$ cat src/rtl/pr_request_queue.sv
// PR request queue: the core enqueues 32-bit request words; the host claims and
// retires the head entry over a minimal AXI-lite slave and the core gets a done pulse.
module pr_request_queue #(
  parameter int unsigned DEPTH = 4,
  parameter int unsigned REQ_W = 32
) (
  input  logic             clk,
  input  logic             rst,
  input  logic             pr_req_valid,
  input  logic [REQ_W-1:0] pr_req_data,
  output logic             pr_req_ready,
  output logic             pr_done,
  output logic             pr_done_error,
  input  logic [1:0]       s_axi_awaddr,
  input  logic             s_axi_awvalid,
  output logic             s_axi_awready,
  input  logic [REQ_W-1:0] s_axi_wdata,
  input  logic             s_axi_wvalid,
  output logic             s_axi_wready,
  output logic             s_axi_bvalid,
  input  logic             s_axi_bready,
  input  logic [1:0]       s_axi_araddr,
  input  logic             s_axi_arvalid,
  output logic             s_axi_arready,
  output logic [REQ_W-1:0] s_axi_rdata,
  output logic             s_axi_rvalid,
  input  logic             s_axi_rready,
  output logic             pr_request_pending
);

  localparam int unsigned PTR_W = (DEPTH > 1) ? $clog2(DEPTH) : 1;
  localparam int unsigned CNT_W = $clog2(DEPTH + 1);

  localparam logic [1:0] ST_IDLE    = 2'd0;
  localparam logic [1:0] ST_PENDING = 2'd1;
  localparam logic [1:0] ST_BUSY    = 2'd2;

  localparam logic [1:0] WA_START = 2'd0;
  localparam logic [1:0] WA_DONE  = 2'd1;
  localparam logic [1:0] WA_FLUSH = 2'd2;

  localparam logic [1:0] RA_HEAD   = 2'd0;
  localparam logic [1:0] RA_STATUS = 2'd1;
  localparam logic [1:0] RA_LAST   = 2'd2;

  logic [1:0]       state_q, state_d;
  logic [CNT_W-1:0] count_q, count_d;
  logic [PTR_W-1:0] wr_ptr_q, wr_ptr_d;
  logic [PTR_W-1:0] rd_ptr_q, rd_ptr_d;
  logic [REQ_W-1:0] mem_q [DEPTH];
  logic [REQ_W-1:0] mem_d [DEPTH];

  logic             pr_req_ready_q, pr_req_ready_d;
  logic             pending_q, pending_d;
  logic             done_q, done_d;
  logic             done_err_q, done_err_d;
  logic             last_err_q, last_err_d;
  logic             bvalid_q, bvalid_d;
  logic             arready_q, arready_d;
  logic             rvalid_q, rvalid_d;
  logic [REQ_W-1:0] rdata_q, rdata_d;

  logic             wr_fire_c;
  logic             ar_fire_c;
  logic             push_c;
  logic             wr_start_c;
  logic             wr_done_c;
  logic             wr_flush_c;
  logic             empty_c;
  logic             full_c;
  logic             busy_c;
  logic [31:0]      count_w_c;
  logic [2:0]       cnt_sat_c;
  logic [REQ_W-1:0] head_c;
  logic             wdata_unused;

  assign wdata_unused = ^s_axi_wdata[REQ_W-1:1];

  // Handshake qualification and write decode
  always_comb begin
    wr_fire_c  = s_axi_awvalid && s_axi_wvalid && !bvalid_q;
    ar_fire_c  = s_axi_arvalid && arready_q;
    push_c     = pr_req_valid && pr_req_ready_q;
    wr_start_c = wr_fire_c && (s_axi_awaddr == WA_START) && (state_q == ST_PENDING);
    wr_done_c  = wr_fire_c && (s_axi_awaddr == WA_DONE) && (state_q == ST_BUSY);
    wr_flush_c = wr_fire_c && (s_axi_awaddr == WA_FLUSH);
  end

  // Queue flags from the registered count, never from pointer compare
  always_comb begin
    empty_c   = (count_q == '0);
    full_c    = (count_q == CNT_W'(DEPTH));
    busy_c    = (state_q == ST_BUSY);
    count_w_c = 32'(count_q);
    cnt_sat_c = (count_w_c > 32'd7) ? 3'd7 : count_w_c[2:0];
    head_c    = empty_c ? '0 : mem_q[rd_ptr_q];
  end

  // FIFO storage, pointers and count; FLUSH overrides a same-cycle push
  always_comb begin
    mem_d    = mem_q;
    wr_ptr_d = wr_ptr_q;
    rd_ptr_d = rd_ptr_q;
    count_d  = count_q;
    if (push_c) begin
      mem_d[wr_ptr_q] = pr_req_data;
      wr_ptr_d        = wr_ptr_q + PTR_W'(1);
      count_d         = count_q + CNT_W'(1);
    end
    if (wr_done_c) begin
      rd_ptr_d = rd_ptr_q + PTR_W'(1);
      count_d  = count_d - CNT_W'(1);
    end
    if (wr_flush_c) begin
      if (busy_c) begin
        wr_ptr_d = rd_ptr_q + PTR_W'(1);
        count_d  = CNT_W'(1);
      end else begin
        wr_ptr_d = rd_ptr_q;
        count_d  = '0;
      end
    end
  end

  // Request sequencing FSM
  always_comb begin
    state_d = state_q;
    case (state_q)
      ST_IDLE: begin
        if (count_d != '0) state_d = ST_PENDING;
      end
      ST_PENDING: begin
        if (wr_start_c)          state_d = ST_BUSY;
        else if (count_d == '0)  state_d = ST_IDLE;
      end
      ST_BUSY: begin
        if (wr_done_c) state_d = (count_d != '0) ? ST_PENDING : ST_IDLE;
      end
      default: state_d = ST_IDLE;
    endcase
  end

  // Core-facing and AXI response next values
  always_comb begin
    pr_req_ready_d = (count_d != CNT_W'(DEPTH));
    pending_d      = (state_d == ST_PENDING);
    done_d         = wr_done_c;
    done_err_d     = wr_done_c & s_axi_wdata[0];
    last_err_d     = wr_done_c ? s_axi_wdata[0] : last_err_q;

    bvalid_d = bvalid_q;
    if (wr_fire_c)         bvalid_d = 1'b1;
    else if (s_axi_bready) bvalid_d = 1'b0;

    rvalid_d = rvalid_q;
    if (ar_fire_c)         rvalid_d = 1'b1;
    else if (s_axi_rready) rvalid_d = 1'b0;
    arready_d = !rvalid_d;

    rdata_d = rdata_q;
    if (ar_fire_c) begin
      case (s_axi_araddr)
        RA_HEAD:   rdata_d = head_c;
        RA_STATUS: rdata_d = REQ_W'({busy_c, full_c, empty_c, 2'b00, cnt_sat_c});
        RA_LAST:   rdata_d = REQ_W'(last_err_q);
        default:   rdata_d = '0;
      endcase
    end
  end

  always_ff @(posedge clk or negedge rst) begin
    if (!rst) begin
      state_q        <= ST_IDLE;
      count_q        <= '0;
      wr_ptr_q       <= '0;
      rd_ptr_q       <= '0;
      for (int i = 0; i < int'(DEPTH); i++) mem_q[i] <= '0;
      pr_req_ready_q <= 1'b1;
      pending_q      <= 1'b0;
      done_q         <= 1'b0;
      done_err_q     <= 1'b0;
      last_err_q     <= 1'b0;
      bvalid_q       <= 1'b0;
      arready_q      <= 1'b0;
      rvalid_q       <= 1'b0;
      rdata_q        <= '0;
    end else begin
      state_q        <= state_d;
      count_q        <= count_d;
      wr_ptr_q       <= wr_ptr_d;
      rd_ptr_q       <= rd_ptr_d;
      mem_q          <= mem_d;
      pr_req_ready_q <= pr_req_ready_d;
      pending_q      <= pending_d;
      done_q         <= done_d;
      done_err_q     <= done_err_d;
      last_err_q     <= last_err_d;
      bvalid_q       <= bvalid_d;
      arready_q      <= arready_d;
      rvalid_q       <= rvalid_d;
      rdata_q        <= rdata_d;
    end
  end

  // Write address/data accept together, gated by an outstanding response
  assign s_axi_awready      = wr_fire_c;
  assign s_axi_wready       = wr_fire_c;
  assign s_axi_bvalid       = bvalid_q;
  assign s_axi_arready      = arready_q;
  assign s_axi_rvalid       = rvalid_q;
  assign s_axi_rdata        = rdata_q;
  assign pr_req_ready       = pr_req_ready_q;
  assign pr_done            = done_q;
  assign pr_done_error      = done_err_q;
  assign pr_request_pending = pending_q;

endmodule

$ cat config.mk
export PLATFORM = sky130hd
export DESIGN_NAME = pr_request_queue
export DESIGN_NICKNAME = d
export VERILOG_FILES = /design/src/rtl/pr_request_queue.sv
export SDC_FILE = /design/constraint.sdc
export NUM_CORES = 1
export LEC_CHECK = 0
export BUFFER_PORTS_ARGS = -buffer_cell sky130_fd_sc_hd__buf_2
export CAP_MARGIN = 20
export CORE_MARGIN = 8
export CORE_UTILIZATION = 55
export DETAILED_ROUTE_END_ITERATION = 7
export PLACE_DENSITY = 0.76
export SLEW_MARGIN = 20
export SYNTH_ARGS = -nofsm -noshare
export SYNTH_HDL_FRONTEND = slang
export SYNTH_SLANG_ARGS = --single-unit
$ cat constraint.sdc
create_clock -name clk -period 2.5 [get_ports clk]
set_input_delay 0.125 -clock clk [delete_from_list [all_inputs] [get_ports clk]]
set_output_delay 0.125 -clock clk [all_outputs]
set_load 0.1 [all_outputs]
---- Word-level counts from Yosys, hierarchy flattened ----
Index checks and enable logic that the tools add are counted.
storage, ports and cells
  flip-flop bits (word level) ............. 177
  bits in latches ......................... 0
  RAM bits ................................ 0
  ROM bits ................................ 0
  word-level logic and storage cells ...... 81
  memories kept ........................... 0
cells by class
  add/sub/neg operators ................... 4
  multiply operators ...................... 0
  div/mod/pow operators ................... 0
  $lt $le $gt $ge ......................... 3
  equal/unequal tests ..................... 9
  shifts and indexed selects .............. 0
  mux-type cells .......................... 25
  bitwise operators ....................... 3
  reductions and logical operators ........ 20
operator list
  kind                                                         number
  bitwise mux 128 bit                                          1
  two-way mux 32 bit                                           4
  one-hot mux 32 bit (3 select lines)                          1
  binary-select mux 32 bit (select 2 bit)                      1
  demux 32 bit (select 2 bit)                                  1
  two-way mux 2 bit                                            7
  logical AND 1 bit                                            10
  two-way mux 3 bit                                            3
  == test 2 x 1 -> 1 bit (second input constant)               4
  == test 2 bit (second input constant)                        3
  greater-or-equal comparator 3 bit (second input constant)    2
  zero test 2 bit                                              3
  zero test 3 bit                                              2
  two-way mux 1 bit                                            6
  inverter 2 -> 3 bit                                          2
  one-hot mux 2 bit (3 select lines)                           1
  adder 2 x 1 -> 2 bit (second input constant)                 2
  nonzero test 2 bit                                           2
  adder 3 x 1 -> 3 bit (second input constant)                 1
  == test 3 bit (second input constant)                        1
  less-than comparator 3 x 1 -> 1 bit (second input constant)  1
  inequality test 3 bit (second input constant)                1
  nonzero test 3 bit                                           1
  subtractor 3 x 1 -> 3 bit (second input constant)            1
  2 further kinds                                              3

---- Depth between registers and ports, before layout ----
Gate-level depths: netlist (run 1).
  depth in word-level cells ............... 11
  gate-level depth with buffers ........... 8
  depth with buffers taken out ............ 8

---- Least setup slack after synthesis (run 1) ----
No wires, ideal clock.
  path kind ............................... register -> register
  start point ............................. register pr_req_ready_q (netlist: pr_req_ready)
  end point ............................... register pending_q (netlist: pr_request_pending)
  library setup time ...................... 0.123 ns
  arrival time ............................ 2.229 ns
  required time ........................... 2.377 ns
  path slack .............................. 0.148 ns
  stages on the path, launching flop included .. 9
  clock period less this slack ............ 2.352 ns
  path through ............................ dfstp_2 > nand2_4 > xnor2_2 > inv_2 > ha_1 > and3_1 > mux2i_1 > o22ai_1 > o221a_1
between the ends
  cells in the longest elaborated chain, start to end .. 10
  elaborated cells on any way between the ends .. 14
  those cells by class .................... 1 x add/sub; 1 x eq/ne; 9 x mux; 3 x reduce/logical
ends and longest elaborated chain
  item                                                    RTL line       RTL
  from (decl)                                             53             logic pr_req_ready_q, pr_req_ready_d;
  from (signal assigned)                                  193            pr_req_ready_q <= pr_req_ready_d;
  logical AND 1 bit *                                     83             push_c = pr_req_valid && pr_req_ready_q;
  two-way mux 3 bit *                                     105            if (push_c) begin
  subtractor 3 x 1 -> 3 bit                               112            count_d = count_d - CNT_W'(1);
  two-way mux 3 bit *                                     110            if (wr_done_c) begin
  two-way mux 3 bit *                                     114            if (wr_flush_c) begin
  via count_d[2]                                          47             logic [CNT_W-1:0] count_q, count_d;
  nonzero test 3 bit or zero test 3 bit (tied branches)   130, 137, 134
  two-way mux 1 bit or two-way mux 2 bit (tied branches)  137, 134
  two-way mux 2 bit, on equally long branches             137, 133
  one-hot mux 2 bit (3 select lines) *                    128            case (state_q)
  == test 2 x 1 -> 1 bit *                                146            pending_d = (state_d == ST_PENDING);
  via pending_d                                           54             logic pending_q, pending_d;
  to (signal assigned)                                    194            pending_q <= pending_d;
  to (decl)                                               54
Mark *: on every way through the listed nets, which the timed path passes. The rest lies on a longest branch.
A chain may end at the register's enable or synchronous reset.

---- Worst setup path in the final report (run 1) ----
  start point ............................. register pr_req_ready_q (netlist: pr_req_ready)
  end point ............................... register state_q[0]
between the ends
  cells in the longest elaborated chain, start to end .. 9
  elaborated cells on any way between the ends .. 13
  those cells by class .................... 1 x add/sub; 9 x mux; 3 x reduce/logical
ends and longest elaborated chain
  item                                                    RTL line       RTL
  logical AND 1 bit *                                     83
  two-way mux 3 bit *                                     105
  subtractor 3 x 1 -> 3 bit                               112
  two-way mux 3 bit *                                     110
  two-way mux 3 bit *                                     114
  via count_d[2]                                          47
  nonzero test 3 bit or zero test 3 bit (tied branches)   130, 137, 134
  two-way mux 1 bit or two-way mux 2 bit (tied branches)  137, 134
  two-way mux 2 bit, on equally long branches             137, 133
  one-hot mux 2 bit (3 select lines) *                    128
  via state_d[0]                                          46             logic [1:0] state_q, state_d;
  to (signal assigned)                                    188            state_q <= state_d;
  to (decl)                                               46
Marks and branches as above.

==> results of run 1 <==
sequential cells by signal, summed over array words and instances (netlist names), 2 cells and up:
name,cells
mem_q,128
wr_ptr_q,2
state_q,2
s_axi_rdata,32
cnt_sat_c,3
rd_ptr_q,2
where the power goes:
| group | switching [W] | internal [W] | leakage, nW |
|---|---|---|---|
| Combinational | 0.00273 | 0.00236 | 1.80 |
| Sequential | 0.000759 | 0.00418 | 2.16 |
| Clock | 0.00105 | 0.00179 | 0.309 |
path summary, 6_finish.rpt:
path | slack, ns | from | to | cells past startpoint
setup / recovery | 0.31 | pr_req_ready | state_q[0] | 8
hold / removal | 0.02 | pr_req_data[7] | mem_q[103] | 2
setup reg to reg | 0.31 | pr_req_ready | state_q[0] | 8
hold reg to reg | 0.48 | s_axi_rdata[1] | s_axi_rdata[1] | 2
max in group asynchronous | 1.37 | rst | mem_q[127] | 3
min in group asynchronous | 0.28 | rst | pr_done | 2
stage by stage:
step | area [um2] | instances | hold slack, ns
after floorplan | 7700 | 498 | -0.171
after global placement | 8430 | 749 | 0.172
after detailed placement | 8430 | 749 | 0.161
after CTS | 9420 | 815 | 0.0142
after global routing | 9420 | 815 | 0.00968
final | 9420 | 815 | 0.0166
area by class of cell:
| class | instances | area, um2 | share of cell area [%] |
|---|---|---|---|
| Sequential cell | 177 | 4430 | 47.0 |
| Multi-Input combinational cell | 279 | 3120 | 33.1 |
| Timing Repair Buffer | 139 | 977 | 10.4 |
| Clock buffer | 19 | 443 | 4.70 |
| Tap cell | 180 | 225 | 2.39 |
| Clock inverter | 11 | 186 | 1.98 |
| Inverter | 10 | 37.5 | 0.398 |
worst register-to-register path: stages, from the launching register on:
cell and delay (ns):
dfstp_2 0.64, nand2_4 0.12, xnor2_2 0.31, inv_2 0.09, ha_1 0.21, and3_1 0.14, mux2i_1 0.12, o22ai_1 0.15
o221a_1 0.29
synthesized netlist by cell type (all sizes together), types with 6 or more instances:
master	n	share of area (%)
clkbuf	17	0.83
buf	15	0.98
dfrtp	176	57
mux4	32	9.4
xnor2	6	0.78
a22o	26	3.0
mux2	130	19
inv	10	0.49
ha	7	1.1
nand2	15	0.83
o21ai	6	0.39
routing by layer:
metal,vias up,global-route usage [%]
met5,-,0
met2,86,33.1
met1,2452,23.9
met4,0,5.43
met3,12,4.90
li1,2111,-
timing repair:
item,4_1_cts,5_1_grt
hold endpoints to repair,191,0
gates resized for setup,0,0
hold buffers,36,0
logic make-up (layout without fill, tap and decap cells):
logic type / after synthesis / in the layout / synth area share [%]
multiplexers: 167 / 167 / 29.0
AND/OR/NAND/NOR: 42 / 42 / 3.19
flip-flops: 177 / 177 / 57.6
buffers and inverters: 42 / 179 / 2.29
adder cells (fa/ha/maj): 7 / 7 / 1.14
XOR/XNOR: 8 / 8 / 1.01
AO/OA/AOI/OAI: 55 / 55 / 5.77
==> impl_metrics.py, run 1 <==
metrics = {
    "yosys": {
        "synth_area_um2": 7700,
        "avgSynthCellArea_um2": 15.5,
        "ys_warn_count": 0,
        "syn_inst": 498,
        "synth_edf_count": 0,
        "syn_nets": 581,
        "synth_top_flop_cell": "dfrtp_1",
        "async_flop_share_pct": 100,
        "yosysSeqAreaShare_pct": 57.6,
        "synth.distinct_cells": 44,
        "synth_seq_cells": 177,
    },
    "sta": {
        "fmax_mhz": 457,
        "setup_violations": 0,
        "period_needed_ns": 2.19,
        "drv_slew": 0,
        "worst_pin_slew_ns": 0.645,
        "skew_ns": 0.00870,
        "relSlewSlack_pct": 57.0,
        "setup_ws_ns": 0.311,
        "rsz0062_at_grt": "false",
        "period_share_pct": 87.5,
        "hold_violations": 0,
        "finalSetupTns_ns": 0,
    },
    "floorplan": {
        "coreArea_um2": 13800,
        "dieArea_um2": 18000,
        "fp.dieH_um": 134,
        "start_util_pct": 55.9,
        "ioPinCount": 117,
        "die_width_um": 134,
        "row_count": 43,
    },
    "global_routing": {
        "grt_pass1_vias": 5174,
        "grt_util_all_layers_pct": 19.4,
        "grt_max_degree": 72,
        "grt_overflow": 0,
        "antenna_found_initial": 0,
        "grt_pass1_wl_mm": 27.2,
    },
    "cts": {
        "numCtsBuffers": 17,
        "cts_buffer_depth": 2,
        "cts_setup_buffers": 0,
        "clk_pin_slew_worst_paths_ns": 0.06,
        "numClockSinks": 177,
        "cts_tree": "yes",
        "cts.htree.levels": 4,
        "insertion_delay_ns": 0.42,
        "cts_root_buffer": "clkbuf_16",
    },
    "placement": {
        "pre_cts_ws_ns": 0.322,
        "dp.final_hpwl_mm": 10.9,
        "port_buffers": 85,
        "gp_congestion": 0.750,
    },
    "critical_path": {
        "required_ns": 2.80,
        "critPathMaxFanout": 7,
        "path_cells": "nand2_4 > xnor2_2 > inv_2 > ha_1 > and3_1 > mux2i_1 > o22ai_1 > o221a_1",
        "critPathKind": "flop to flop",
        "slowest_stage": "dfstp_2",
        "end_kind": "flop",
        "cp.arrival_ns": 2.49,
        "path_buf_inv": 1,
        "cp_slowest_stage_delay_ns": 0.64,
        "cp-start-kind": "flop",
        "cp_top_family": "flip-flops",
    },
    "drt": {
        "ant_nets": 0,
        "met2WireLength_mm": 8.58,
        "via_count": 4661,
        "detail_route.vias_per_cell": 5.72,
        "dr.max_layer_used": "met4",
        "routed_wl_mm": 16.4,
        "wl_per_cell_um": 20.1,
        "drc": 0,
        "drt_first_pass_iters": 5,
        "wirelength_met1_mm": 6.96,
        "dr.first_iter.drc_count": 216,
        "wl_met3_um": 688,
    },
    "final_layout": {
        "final_cell_mix": "174 x dfrtp_1, 130 x mux2_2, 84 x buf_2",
        "nets": 707,
        "drive_gt1_share_pct": 48.8,
        "final_common_cell": "dfrtp_1",
        "fillers": 971,
        "area_growth_pct": 22.4,
        "insertedDiodeCount": 0,
        "fin_util_pct": 68.4,
    },
    "pwr": {
        "vdd_ir_drop_max_mv": 0.789,
        "leakage_nw": 4.26,
        "power_density_nw_per_um2": 1370,
        "p_total_w": 0.0129,
    },
    "run_status": {
        "status": "complete, no violations",
    },
    "run": {
        "drv_cap": 0,
    },
    "min_path": {
        "min_path_type": "input pin to flop",
    },
}
(Power assumes the default switching activity.)
==> run 2: changes to the inputs <==
--- a/config.mk
+++ b/config.mk
@@ -5,12 +5,13 @@
 export SDC_FILE = /design/constraint.sdc
 export NUM_CORES = 1
 export LEC_CHECK = 0
-export BUFFER_PORTS_ARGS = -buffer_cell sky130_fd_sc_hd__buf_2
+export ABC_AREA = 1
 export CAP_MARGIN = 20
 export CORE_MARGIN = 8
 export CORE_UTILIZATION = 55
 export DETAILED_ROUTE_END_ITERATION = 7
-export PLACE_DENSITY = 0.76
+export DONT_BUFFER_PORTS = 1
+export PLACE_DENSITY = 0.68
 export SLEW_MARGIN = 20
 export SYNTH_ARGS = -nofsm -noshare
 export SYNTH_HDL_FRONTEND = slang
==> impl_metrics.py, run 2 <==
metrics = {
    "cts": {
        "post_cts_resized": 0,
        "cts_setup_buffers": 0,
        "postCtsHoldBufs": 42,
        "cts_tree": "yes",
        "numClockSinks": 177,
        "insertion_delay_ns": 0.44,
        "cts_root_buffer": "clkbuf_16",
        "cts_buffer_depth": 2,
        "numCtsBuffers": 17,
        "cts.htree.levels": 4,
        "clk_pin_slew_worst_paths_ns": 0.06,
    },
    "critical_path": {
        "path_buf_inv": 3,
        "rr_worst_depth": 10,
        "path_cells": "inv_1 > ha_1 > inv_1 > nor2_1 > nor3_4 > dlygate4sd3_1 > nand2_1 > o21ai_1 > nand2_1 > nand2_1",
        "slowest_stage": "dlygate4sd3_1",
        "cp-start-kind": "flop",
        "end_kind": "flop",
        "crit_cells": 10,
        "cp_slowest_stage_delay_ns": 0.74,
        "cp_common_cell": "nand2_1",
        "critPathMaxFanout": 5,
        "critPathKind": "flop to flop",
        "cp_top_family": "buffers and inverters",
        "required_ns": 2.87,
        "cp.arrival_ns": 2.52,
        "r2r-start": "cnt_sat_c[0]",
        "startpoint": "cnt_sat_c[0]",
    },
    "yosys": {
        "synth_mux_area_share_pct": 0,
        "synth.distinct_cells": 34,
        "synth_area_um2": 7800,
        "synth_compound_area_share_pct": 15.9,
        "ys_top_cells_by_count": "235 x nand2_1, 176 x dfrtp_1, 147 x o21ai_0",
        "avgSynthCellArea_um2": 8.68,
        "synth_top_family_by_area": "simple AND/OR/NAND/NOR gates",
        "synthAdderAreaFrac_pct": 1.12,
        "ys_top_cells_by_area": "dfrtp_1 56%, nand2_1 11%, o21ai_0 9.4%",
        "synth_seq_cells": 177,
        "async_flop_share_pct": 100,
        "ys_warn_count": 0,
        "syn_nets": 982,
        "synth_edf_count": 0,
        "synth.most_common_cell": "nand2_1",
        "synth_xor_area_share_pct": 0.337,
        "synthSimpleGateAreaFrac_pct": 19.6,
        "yosys.area.top_type": "dfrtp_1",
        "synth_top_flop_cell": "dfrtp_1",
        "syn_inst": 899,
        "yosysSeqAreaShare_pct": 56.8,
        "synth_top_area_share_pct": 56.5,
    },
    "sta": {
        "period_needed_ns": 2.15,
        "skew_ns": 0.0105,
        "fmax_mhz": 466,
        "period_share_pct": 85.8,
        "rsz0062_at_grt": "false",
        "hold_violations": 177,
        "drv_slew": 0,
        "finalSetupTns_ns": 0,
        "setup_violations": 0,
        "relSlewSlack_pct": 41.0,
        "hold_ws_ns": -0.616,
        "worst_pin_slew_ns": 0.886,
    },
    "floorplan": {
        "row_count": 43,
        "ioPinCount": 117,
        "start_util_pct": 56.2,
        "fp.dieH_um": 135,
        "die_width_um": 135,
        "coreArea_um2": 13900,
        "dieArea_um2": 18200,
    },
    "final_layout": {
        "fin_util_pct": 66.1,
        "nets": 1044,
        "final_common_cell": "nand2_1",
        "final_cell_mix": "235 x nand2_1, 175 x dfrtp_1, 147 x o21ai_0",
        "largest_reg_flops": 128,
        "area_growth_pct": 17.6,
        "regMostFlops": "mem_q",
        "drive_gt1_share_pct": 11.7,
    },
    "pwr": {
        "p_total_w": 0.0107,
        "leakage_nw": 4.57,
        "vdd_ir_drop_max_mv": 0.648,
        "power_density_nw_per_um2": 1160,
    },
    "min_path": {
        "min_path_type": "input pin to async pin",
    },
    "drt": {
        "dr.first_iter.drc_count": 643,
        "ant_nets": 0,
        "wl_per_cell_um": 16.7,
        "routed_wl_mm": 19.3,
        "via_count": 6459,
        "drc": 0,
        "drt_first_pass_iters": 5,
        "detail_route.vias_per_cell": 5.59,
    },
    "run": {
        "drv_cap": 0,
    },
    "run_status": {
        "status": "finished with violations",
        "violations": "hold timing",
    },
    "placement": {
        "port_buffers": 0,
        "dp.final_hpwl_mm": 11.4,
        "gp_congestion": 0.789,
    },
    "global_routing": {
        "grt_max_degree": 178,
        "grt_overflow": 0,
        "grt_pass1_vias": 6631,
        "grt_util_all_layers_pct": 22.3,
        "antenna_found_initial": 0,
        "grt_pass1_wl_mm": 32.5,
    },
}
run 2: cell count changes after synthesis, sizes merged, moves of 18 or more:
cell	before	now
nand2	15	244
o21ai	6	202
mux2	130	0
nor2	5	76
inv	10	59
mux4	32	0
nand3	5	36
o22ai	3	32
a22o	26	0
buf	15	33
run 2: worst register-to-register path, cell delays in order (launching register included):
cell and delay, ns:
dfrtp_1 0.42, inv_1 0.09, ha_1 0.22, inv_1 0.05
nor2_1 0.06, nor3_4 0.22, dlygate4sd3_1 0.74, nand2_1 0.08
o21ai_1 0.07, nand2_1 0.06, nand2_1 0.07
run 2: cells by family (layout without fill, tap and decap cells):
kind of cell | count (synthesis) | in the layout
simple gates | 361 | 361
buf+inv | 113 | 188
other cells | 0 | 1
fa+ha+maj | 7 | 7
xor+xnor | 3 | 3
compound gates | 238 | 238
flops | 177 | 177
run 2: final cells by class:
cell class	instances	area [um2]
fill	1134	4710
clock buffer	20	457
clock inverter	12	121
multi-input combinational	609	2880
tap	180	225
antenna	1	2.50
sequential	177	4430
timing repair buffer	97	833
inverter	59	224
run 2: layer usage:
metal	track usage, %	share of wire, %	vias to the layer above
li1	-	-	3077
met1	27.8	43	3116
met2	36.3	48	224
met3	5.16	7.2	42
met4	9.81	2.3	0
met5	0	0	-
run 2: report_power, final:
group / switching, W / internal (W)
Clock: 0.00115 / 0.00144
Combinational: 0.00238 / 0.00110
Sequential: 0.000635 / 0.00398
run 2: final timing paths:
kind,to,slack [ns]
max,s_axi_rdata[2],0.35
max reg2reg,s_axi_rdata[2],0.35
min in group clk,pr_done,0.03
min,s_axi_rdata[8],-0.62
max in group asynchronous,mem_q[15],2.84
min reg2reg,s_axi_arready,0.48
run 2: per-stage QoR:
stage	cells	setup WS, ns	area [um2]	hold slack, ns
floorplan	899	0.438	7800	-0.171
global placement	1080	0.696	8170	-0.163
detailed placement	1080	0.667	8170	-0.164
CTS	1154	0.352	9170	-0.627
global route	1154	0.183	9170	-0.634
finish	1155	0.354	9180	-0.616
==> run 3: changes to the inputs <==
--- a/config.mk
+++ b/config.mk
@@ -12,6 +12,7 @@
 export DETAILED_ROUTE_END_ITERATION = 7
 export DONT_BUFFER_PORTS = 1
 export PLACE_DENSITY = 0.68
+export RECOVER_POWER = 100
 export SLEW_MARGIN = 20
 export SYNTH_ARGS = -nofsm -noshare
 export SYNTH_HDL_FRONTEND = slang
==> impl_metrics.py, run 3 (synthesis gave the netlist of run 2 again) <==
metrics = {
    "final_layout": {
        "area_growth_pct": 14.8,
        "regMostFlops": "mem_q",
        "drive_gt1_share_pct": 6.98,
        "final_cell_mix": "238 x nand2_1, 185 x o21ai_0, 175 x dfrtp_1",
        "final_common_cell": "nand2_1",
        "largest_reg_flops": 128,
        "insertedDiodeCount": 0,
        "nets": 1044,
    },
    "critical_path": {
        "critPathKind": "flop to primary output",
        "required_ns": 2.38,
        "cp_top_family": "buffers and inverters",
        "path_cells": "nor2_1 > clkbuf_2",
        "path_buf_inv": 1,
        "slowest_stage": "clkbuf_2",
        "cp_slowest_stage_delay_ns": 0.90,
        "critPathMaxFanout": 5,
        "end_kind": "primary output",
        "cp-start-kind": "flop",
        "cp.arrival_ns": 2.14,
    },
    "drt": {
        "wl_per_cell_um": 16.7,
        "detail_route.vias_per_cell": 5.60,
        "drc": 0,
        "ant_nets": 0,
        "drt_first_pass_iters": 5,
        "routed_wl_mm": 19.2,
        "dr.first_iter.drc_count": 631,
        "via_count": 6459,
    },
    "sta": {
        "hold_violations": 177,
        "finalSetupTns_ns": 0,
        "worst_pin_slew_ns": 1.24,
        "setup_ws_ns": 0.234,
        "period_share_pct": 90.6,
        "rsz0062_at_grt": "false",
        "period_needed_ns": 2.27,
        "drv_slew": 0,
        "skew_ns": 0.0104,
        "setup_violations": 0,
        "hold_ws_ns": -0.613,
        "fmax_mhz": 441,
        "relSlewSlack_pct": 17.4,
    },
    "cts": {
        "insertion_delay_ns": 0.44,
        "cts_root_buffer": "clkbuf_16",
        "clk_pin_slew_worst_paths_ns": 0.06,
        "cts.htree.levels": 4,
        "numClockSinks": 177,
        "postCtsHoldBufs": 42,
        "cts_buffer_depth": 2,
        "cts_tree": "yes",
        "numCtsBuffers": 17,
    },
    "floorplan": {
        "dieArea_um2": 18200,
        "coreArea_um2": 13900,
        "fp.dieH_um": 135,
        "ioPinCount": 117,
        "die_width_um": 135,
        "start_util_pct": 56.2,
        "row_count": 43,
    },
    "pwr": {
        "leakage_nw": 4.39,
        "power_density_nw_per_um2": 1170,
        "vdd_ir_drop_max_mv": 0.637,
        "p_total_w": 0.0105,
    },
    "run_status": {
        "violations": "hold timing",
        "status": "finished with violations",
    },
    "placement": {
        "pre_cts_ws_ns": 0.667,
        "dp.final_hpwl_mm": 11.4,
        "gp_congestion": 0.789,
        "port_buffers": 0,
    },
    "global_routing": {
        "grt_overflow": 0,
        "antenna_found_initial": 0,
        "grt_pass1_vias": 6631,
        "grt_max_degree": 178,
        "grt_util_all_layers_pct": 22.3,
        "grt_pass1_wl_mm": 32.5,
    },
    "run": {
        "drv_cap": 0,
    },
    "min_path": {
        "min_path_type": "input pin to async pin",
    },
}
[run 3: final cells by class]
class	count	area, um2
Fill cell	1199	4930
Clock inverter	12	121
Clock buffer	20	457
Multi-Input combinational cell	609	2830
Inverter	59	223
Sequential cell	177	4430
Timing Repair Buffer	97	668
Tap cell	180	225
[run 3: metal layers]
metal | up-vias | part of all wire, % | global-route usage [%]
li1 | 3071 | - | -
met1 | 3107 | 43 | 27.8
met2 | 241 | 48 | 36.3
met3 | 40 | 6.9 | 5.16
met4 | 0 | 2.1 | 9.81
met5 | - | 0 | 0
[run 3: path summary, 6_finish.rpt]
| kind | startpoint | to | slack [ns] | cells past startpoint |
|---|---|---|---|---|
| max | s_axi_bvalid | s_axi_wready | 0.23 | 2 |
| max in group asynchronous | rst | rd_ptr_q[0] | 2.85 | 0 |
| min reg2reg | s_axi_rvalid | s_axi_arready | 0.47 | 1 |
| min in group clk | s_axi_araddr[0] | s_axi_rdata[0] | 0.03 | 5 |
| min | rst | s_axi_rdata[8] | -0.61 | 0 |
| max reg2reg | cnt_sat_c[0] | s_axi_rdata[2] | 0.38 | 10 |
[run 3: report_power, final]
part | internal [W] | switching [W] | leakage, nW
combinational | 0.000942 | 0.00235 | 1.86
clock | 0.00144 | 0.00114 | 0.282
sequential | 0.00398 | 0.000626 | 2.25
[run 3: timing repair]
item / CTS / global route
hold endpoints to repair: 320 / 177
buffers inserted: 0 / 0
resized for setup: 0 / 0
[run 3: worst reg2reg max path, cell delays in order, from the launching register on]
cell	delay (ns)
dfrtp_1	0.42
inv_1	0.09
ha_1	0.22
inv_1	0.05
nor2_1	0.06
nor3_4	0.21
dlygate4sd3_1	0.73
nand2_1	0.08
o21ai_0	0.07
nand2_1	0.07
nand2_1	0.07
[run 3: per-stage QoR]
stage	hold slack (ns)	utilization, %	area (um2)	instances
global route	-0.634	64.5	8950	1154
CTS	-0.627	66.1	9170	1154
detailed placement	-0.164	58.9	8170	1080
finish	-0.613	64.5	8950	1154
floorplan	-0.171	-	7800	899
global placement	-0.163	58.9	8170	1080
